==> src/rtl/pipeline_pkg.sv <==
// Shared definitions for the pipeline hazard-control slice: default
// specifier width, hazard FSM state encoding and the hard-wired zero register.
package pipeline_pkg;

   localparam int REG_ADDR_W_DEF = 5;
   localparam int ZERO_REG       = 0;

   typedef enum logic [1:0] {
      ST_IDLE     = 2'd0,
      ST_LU_STALL = 2'd1,
      ST_MEM_WAIT = 2'd2
   } hz_state_t;

endpackage

==> src/rtl/hazard_match.sv <==
// Register-specifier comparator: a source hits a destination only when the
// source is really read, the specifiers are equal and the destination is not
// the zero register (writes to $zero never create a dependence).
module hazard_match
   import pipeline_pkg::*;
#(
   parameter int W = REG_ADDR_W_DEF
) (
   input  logic [W-1:0] src,
   input  logic         src_used,
   input  logic [W-1:0] dst,
   output logic         hit
);

   // Pure combinational compare, zero latency into the stall path
   assign hit = src_used & (src == dst) & (dst != W'(ZERO_REG));

endmodule

==> src/rtl/pipeline_hazard_ctrl.sv <==
// Hazard control for the 5-stage MIPS32 pipeline: load-use stalls with a
// multi-cycle penalty, optional no-forwarding ALU stalls, branch flushes,
// data-memory wait freezing and saturating stall/flush event counters.
module pipeline_hazard_ctrl
   import pipeline_pkg::*;
#(
   parameter int REG_ADDR_W       = REG_ADDR_W_DEF,
   parameter int LOAD_USE_PENALTY = 1,
   parameter int FWD_EN           = 1,
   parameter int CNT_W            = 16
) (
   input  logic                  clk,
   input  logic                  reset,
   input  logic                  id_ex_memread,
   input  logic                  id_ex_regwrite,
   input  logic [REG_ADDR_W-1:0] id_ex_rd,
   input  logic                  ex_mem_regwrite,
   input  logic [REG_ADDR_W-1:0] ex_mem_rd,
   input  logic [REG_ADDR_W-1:0] if_id_rs,
   input  logic [REG_ADDR_W-1:0] if_id_rt,
   input  logic                  if_id_uses_rt,
   input  logic                  branch_taken,
   input  logic                  dmem_ready,
   output logic                  pc_write,
   output logic                  if_id_write,
   output logic                  if_id_flush,
   output logic                  id_ex_bubble,
   output logic                  pipe_freeze,
   output logic [CNT_W-1:0]      stall_cnt,
   output logic [CNT_W-1:0]      flush_cnt
);

   localparam logic       NO_FWD = (FWD_EN == 0);
   localparam logic       MULTI  = (LOAD_USE_PENALTY > 1);
   localparam logic [1:0] PEN_M1 = 2'(LOAD_USE_PENALTY - 1);

   // Comparator array: bit0 = rs/rt against EX destination, bit1 = against MEM
   logic [1:0][1:0] hit;   // [dst][src]: src 0 = rs, 1 = rt
   logic [1:0]      dst_hit;

   for (genvar d = 0; d < 2; d++) begin : g_dst
      for (genvar s = 0; s < 2; s++) begin : g_src
         hazard_match #(.W(REG_ADDR_W)) u_match (
            .src      ((s == 0) ? if_id_rs : if_id_rt),
            .src_used ((s == 0) ? 1'b1 : if_id_uses_rt),
            .dst      ((d == 0) ? id_ex_rd : ex_mem_rd),
            .hit      (hit[d][s])
         );
      end
      assign dst_hit[d] = |hit[d];
   end

   hz_state_t  state, saved_state, eff_state;
   logic [1:0] remaining;
   logic       lu, ah, freeze, flush, stall;

   // Hazard classification for the current cycle, highest priority first
   always_comb begin
      lu        = id_ex_memread & dst_hit[0];
      ah        = NO_FWD & ((id_ex_regwrite & dst_hit[0]) | (ex_mem_regwrite & dst_hit[1]));
      // Leaving a memory wait resumes the interrupted state in the same cycle
      eff_state = (state == ST_MEM_WAIT) ? saved_state : state;
      freeze    = ~dmem_ready;
      flush     = dmem_ready & branch_taken;
      stall     = dmem_ready & ~branch_taken & ((eff_state == ST_LU_STALL) | lu | ah);
   end

   // Pipeline control outputs; reset forces the normal-flow values
   always_comb begin
      pc_write     = 1'b1;
      if_id_write  = 1'b1;
      if_id_flush  = 1'b0;
      id_ex_bubble = 1'b0;
      pipe_freeze  = 1'b0;
      if (!reset) begin
         if (freeze) begin
            pc_write    = 1'b0;
            if_id_write = 1'b0;
            pipe_freeze = 1'b1;
         end else if (flush) begin
            if_id_flush  = 1'b1;
            id_ex_bubble = 1'b1;
         end else if (stall) begin
            pc_write     = 1'b0;
            if_id_write  = 1'b0;
            id_ex_bubble = 1'b1;
         end
      end
   end

   // Load-use stall FSM with memory-wait save/restore
   always_ff @(posedge clk or posedge reset) begin
      if (reset) begin
         state       <= ST_IDLE;
         saved_state <= ST_IDLE;
         remaining   <= 2'd0;
      end else if (freeze) begin
         if (state != ST_MEM_WAIT) begin
            saved_state <= state;
            state       <= ST_MEM_WAIT;
         end
      end else if (flush) begin
         state     <= ST_IDLE;
         remaining <= 2'd0;
      end else if (eff_state == ST_LU_STALL) begin
         if (remaining <= 2'd1) begin
            state     <= ST_IDLE;
            remaining <= 2'd0;
         end else begin
            state     <= ST_LU_STALL;
            remaining <= remaining - 2'd1;
         end
      end else if (lu && MULTI) begin
         // The detecting cycle is the first stall; the rest are owed here
         state     <= ST_LU_STALL;
         remaining <= PEN_M1;
      end else begin
         state <= ST_IDLE;
      end
   end

   // Saturating event counters; frozen cycles are not counted
   always_ff @(posedge clk or posedge reset) begin
      if (reset) begin
         stall_cnt <= '0;
         flush_cnt <= '0;
      end else begin
         if (stall && stall_cnt != '1) stall_cnt <= stall_cnt + 1'b1;
         if (flush && flush_cnt != '1) flush_cnt <= flush_cnt + 1'b1;
      end
   end

endmodule

==> config.mk <==
export PLATFORM = sky130hd
export DESIGN_NAME = pipeline_hazard_ctrl
export DESIGN_NICKNAME = d
export VERILOG_FILES = /design/src/rtl/pipeline_pkg.sv /design/src/rtl/hazard_match.sv /design/src/rtl/pipeline_hazard_ctrl.sv
export SDC_FILE = /design/constraint.sdc
export NUM_CORES = 1
export LEC_CHECK = 0
export CAP_MARGIN = 10
export CORE_MARGIN = 8
export CORE_UTILIZATION = 51
export CTS_CLUSTER_SIZE = 25
export DETAILED_ROUTE_END_ITERATION = 7
export PLACE_DENSITY = 0.86
export SLEW_MARGIN = 20
export SYNTH_ARGS = -nofsm -noshare
export SYNTH_HDL_FRONTEND = slang
export SYNTH_HIERARCHICAL = 1
export SYNTH_SLANG_ARGS = --single-unit
==> constraint.sdc <==
create_clock -name clk -period 6.8 [get_ports clk]
set_input_delay 1.7 -clock clk [delete_from_list [all_inputs] [get_ports clk]]
set_output_delay 1.7 -clock clk [all_outputs]
set_load 0.005 [all_outputs]
## Word level (Yosys, flattened, before mapping)

Index checks and enable logic that the tools add are counted.
Widths: inputs -> output; s select.

- $add $sub $neg: 3
- Order comparisons: 1
- Eq/ne operators: 7
- Multiplexer cells: 22
- Bitwise logic cells: 10
- Reduce and logical (&&, ||, !) cells: 8

Operators with widths:

| cell | number |
|---|---|
| $add 16x1->16 const B | 2 |
| $ne 16x16->1 const B | 2 |
| $mux 2 | 8 |
| $mux 1 | 14 |
| $eq 5x5->1 | 2 |
| $and 1x1->1 | 7 |
| $reduce_bool 5->1 | 1 |
| $reduce_and 2->1 | 2 |
| $reduce_bool 2->1 | 2 |
| $eq 2x1->1 const B | 1 |
| $eq 2x2->1 const B | 1 |
| $le 2x1->1 const B | 1 |
| $logic_and 1x1->1 | 2 |
| $ne 2x2->1 const B | 1 |
| $not 1->1 | 2 |
| $reduce_or 2->1 | 1 |
| $sub 2x1->2 const B | 1 |
| $or 1x1->1 | 1 |

- Bits in registers: 38
- Bits of input ports: 28
- Output and inout port bits: 37
- Word-level logic and storage cells: 56

## Depth between registers and ports, before layout

- Depth after elaboration: 11
- Mapped depth: 9
- Gate-level depth less buffers: 7

## By module

Netlist, hierarchy kept.

By module, submodules not included:

| module | instances | cells each | area an instance (µm²) | seq. area each (µm²) |
|---|---|---|---|---|
| pipeline_hazard_ctrl | 1 | 181 | 2031.9 | 950.9 |
| hazard_match | 2 | 10 | 70.1 | 0.0 |

## Worst setup path after synthesis

No wires, ideal clock.

- Path type: input port to output port
- Start: input if_id_rt[0]
- End: output pc_write
- Arrival: 3.235 ns
- Data required time: 5.100 ns
- Setup slack: 1.865 ns
- Cell stages on the path: 9
- Path buffers: 2
- Cell sequence: nor4_1 o21ai_0 and4_1 o21a_1 o31ai_2 buf_4 nand2_1 nand2_1 buf_4

RTL lines:

| element | line | text |
|---|---|---|
| from (decl) | pipeline_hazard_ctrl.sv:20 | `input logic [REG_ADDR_W-1:0] if_id_rt,` |
| to (decl) | pipeline_hazard_ctrl.sv:24 | `output logic pc_write,` |

==> flow_summary.ini <==
[global_route]
grt_overflow = 0
groute.usage.overall_pct = 16.6
grt_max_degree = 23
grt_pass1_vias = 1869
antenna_found_initial = 0
grt_pass1_wl_um = 8730

[clock_network]
cts_hold_buf = 0
clockBufferDepth = 2
worstSkewPairLatency_ps = 290
clk_pin_slew_ps = 80
cts_resized = 0
clkSinkCount = 38
cts-root-buf = clkbuf_8
htree_levels = 2
cts_tree = done
cts_buffers = 5
cts_setup_buffers = 0

[worst_setup_path]
crit_family = buffers and inverters
reg2reg_setup_slack_ps = 4740
critPathKind = in -> out
crit_path_max_fanout = 3
path_cells = clkdlybuf4s50_1, nor4_1, o21ai_0, and4_1, o21a_1, o31ai_2, nand2_1, nand2_1, clkdlybuf4s50_1
cp.arrival_ps = 3940
worstReg2RegStart = flush_cnt[0]
critPathLaunchType = primary input
cp.required_ps = 5100
r2r_cells = 4
slowest_delay_ps = 510
cp-end-kind = output pin
slowest_stage = clkdlybuf4s50_1
critical_path_buf_inv_count = 2
rr_endpoint = flush_cnt[1]

[yosys]
synth_seq_cells = 38
synth_edf_count = 0
syn_area_um2 = 2170
yosys.area.top_type = dfrtp_1
synth.distinct_cells = 47
synth_nets = 231
synth.top_cells.by_count = dfrtp_1, xor2_1, nand2_1
seq_area_frac_synth_pct = 43.8
synth_top_area_share_pct = 43.8
synthCells = 201
yosysMostFrequentCell = dfrtp_1
synthArstFlopShare_pct = 100
synth-main-ff-cell = dfrtp_1
syn_area_per_cell_um2 = 10.8
synth_warnings = 6
synthTopCellsByArea = dfrtp_1, xor2_1, xnor2_1

[min_path]
hold_path_class = reg -> reg
hold-path-cell-count = 1
hold_end = stall_cnt[13]
hp-start = stall_cnt[13]

[sta]
slew_viol_final = 0
fin_crit_sh_pct = 82.9
finClkSkew_ps = 7.80
worstMarginPinSlew_ps = 677
rsz0062_at_grt = no
slew_headroom_pct = 54.3
period_needed_ps = 5640
timing.final.hold_violations = 0
timing.fmax_mhz = 177
setup_viol = 0
tns_ps = 0

[place]
port-buffer-count = 57
hpwl_um = 3960
finalWeightedCongestion = 0.818
place_inst = 308

[cells_and_area]
layout-drive-gt1-share_pct = 12.4
finalNonFillerCells = 316
layout-area-overhead-vs-synth_pct = 33.5
fin_nets = 295
fillerInstances = 318
n_antenna_cell = 0

[floorplan]
die_area_um2 = 6600
row_count = 23
num_io_pins = 65
die_x_um = 81.3
initial_utilization_pct = 53.5
die_y_um = 81.3
core_area_um2 = 4060

[detailed_routing]
drt_iter0_markers = 98
drc = 0
vias = 1816
routed_via_density = 5.75
detail_route.wl_per_cell_um = 16.4
routed_wl_um = 5190
ant_nets = 0
drtPass1Iterations = 4

[power_and_ir_drop]
power_density_nw_per_um2 = 187
p_leak_nw = 1.24
vdd_drop_max_mv = 0.199

[status]
status = completed

[flow_run]
cap_violations = 0
where the power goes:
part	switching, mW	leakage [nW]	internal, mW
registers	0.0314	0.502	0.245
logic	0.0406	0.694	0.0665
clock network	0.0779	0.0482	0.0818
final cells by class:
cell class / count / area, um2 / area share [%]
multi-input cells: 154 / 1180 / 40.7
flip-flops and latches: 38 / 951 / 32.8
repair buffers: 60 / 593 / 20.5
clock buffers: 7 / 86.3 / 2.98
well taps: 50 / 62.6 / 2.16
inverters: 6 / 22.5 / 0.777
clock inverters: 1 / 5.00 / 0.173
state kept, by name, summed over array words and instances, names as in the netlist:
| name | cells |
|---|---|
| state | 2 |
| remaining | 2 |
| flush_cnt | 16 |
| stall_cnt | 16 |
| saved_state | 2 |
per-layer routing:
metal / global-route usage (%) / share of wire, %
met1: 19.8 / 45
met2: 27.8 / 48
met3: 5.52 / 6.1
met5: 0 / 0
met4: 4.46 / 1.2
per-stage QoR:
stage / hold WS, ps / total power [mW] / utilization (%) / worst slack, ps / instance area, um2
detailed placement: 482 / 0.387 / 69.2 / 1150 / 2810
global route: 520 / 0.575 / 71.4 / 953 / 2900
floorplan: 449 / 0.317 / - / 1860 / 2170
finish: 504 / 0.543 / 71.4 / 1160 / 2900
global placement: 461 / 0.385 / 69.2 / 1150 / 2810
CTS: 499 / 0.549 / 71.4 / 1140 / 2900
cells in the final DEF, fill, tap and decap left out, types with 5 or more instances in the layout:
master	synthesis	final
and4_1	6	6
nor3_1	5	5
dfrtp_1	38	38
xnor2_1	14	14
nor2_1	6	6
clkdlybuf4s50_1	0	57
clkbuf_8	0	6
and3_1	5	5
a2111oi_2	7	7
o21ai_0	6	6
nand2_1	17	17
inv_1	6	6
xor2_1	18	18
nand4_1	7	7
nand3_1	10	10
kinds of logic after synthesis:
| family | Yosys count | share of synthesized area, % |
|---|---|---|
| AO/OA/AOI/OAI | 32 | 13.4 |
| XOR/XNOR | 32 | 12.9 |
| adder cells (fa/ha/maj) | 2 | 1.15 |
| buffers and inverters | 9 | 1.96 |
| flip-flops | 38 | 43.8 |
| multiplexers | 5 | 2.76 |
| other | 1 | 0.173 |
| AND/OR/NAND/NOR | 82 | 23.8 |
worst max path at each step:
stage | from | endpoint | cells past startpoint
2_1_floorplan | if_id_rt[0] | pc_write | 9
3_3_place_gp | if_id_rt[0] | if_id_write | 9
3_5_place_dp | if_id_rt[0] | if_id_write | 9
4_1_cts | if_id_rt[0] | if_id_write | 9
5_1_grt | if_id_rt[0] | if_id_write | 9
6_report | if_id_rt[0] | if_id_write | 9
No activity file was read; power rests on OpenSTA's default activity.
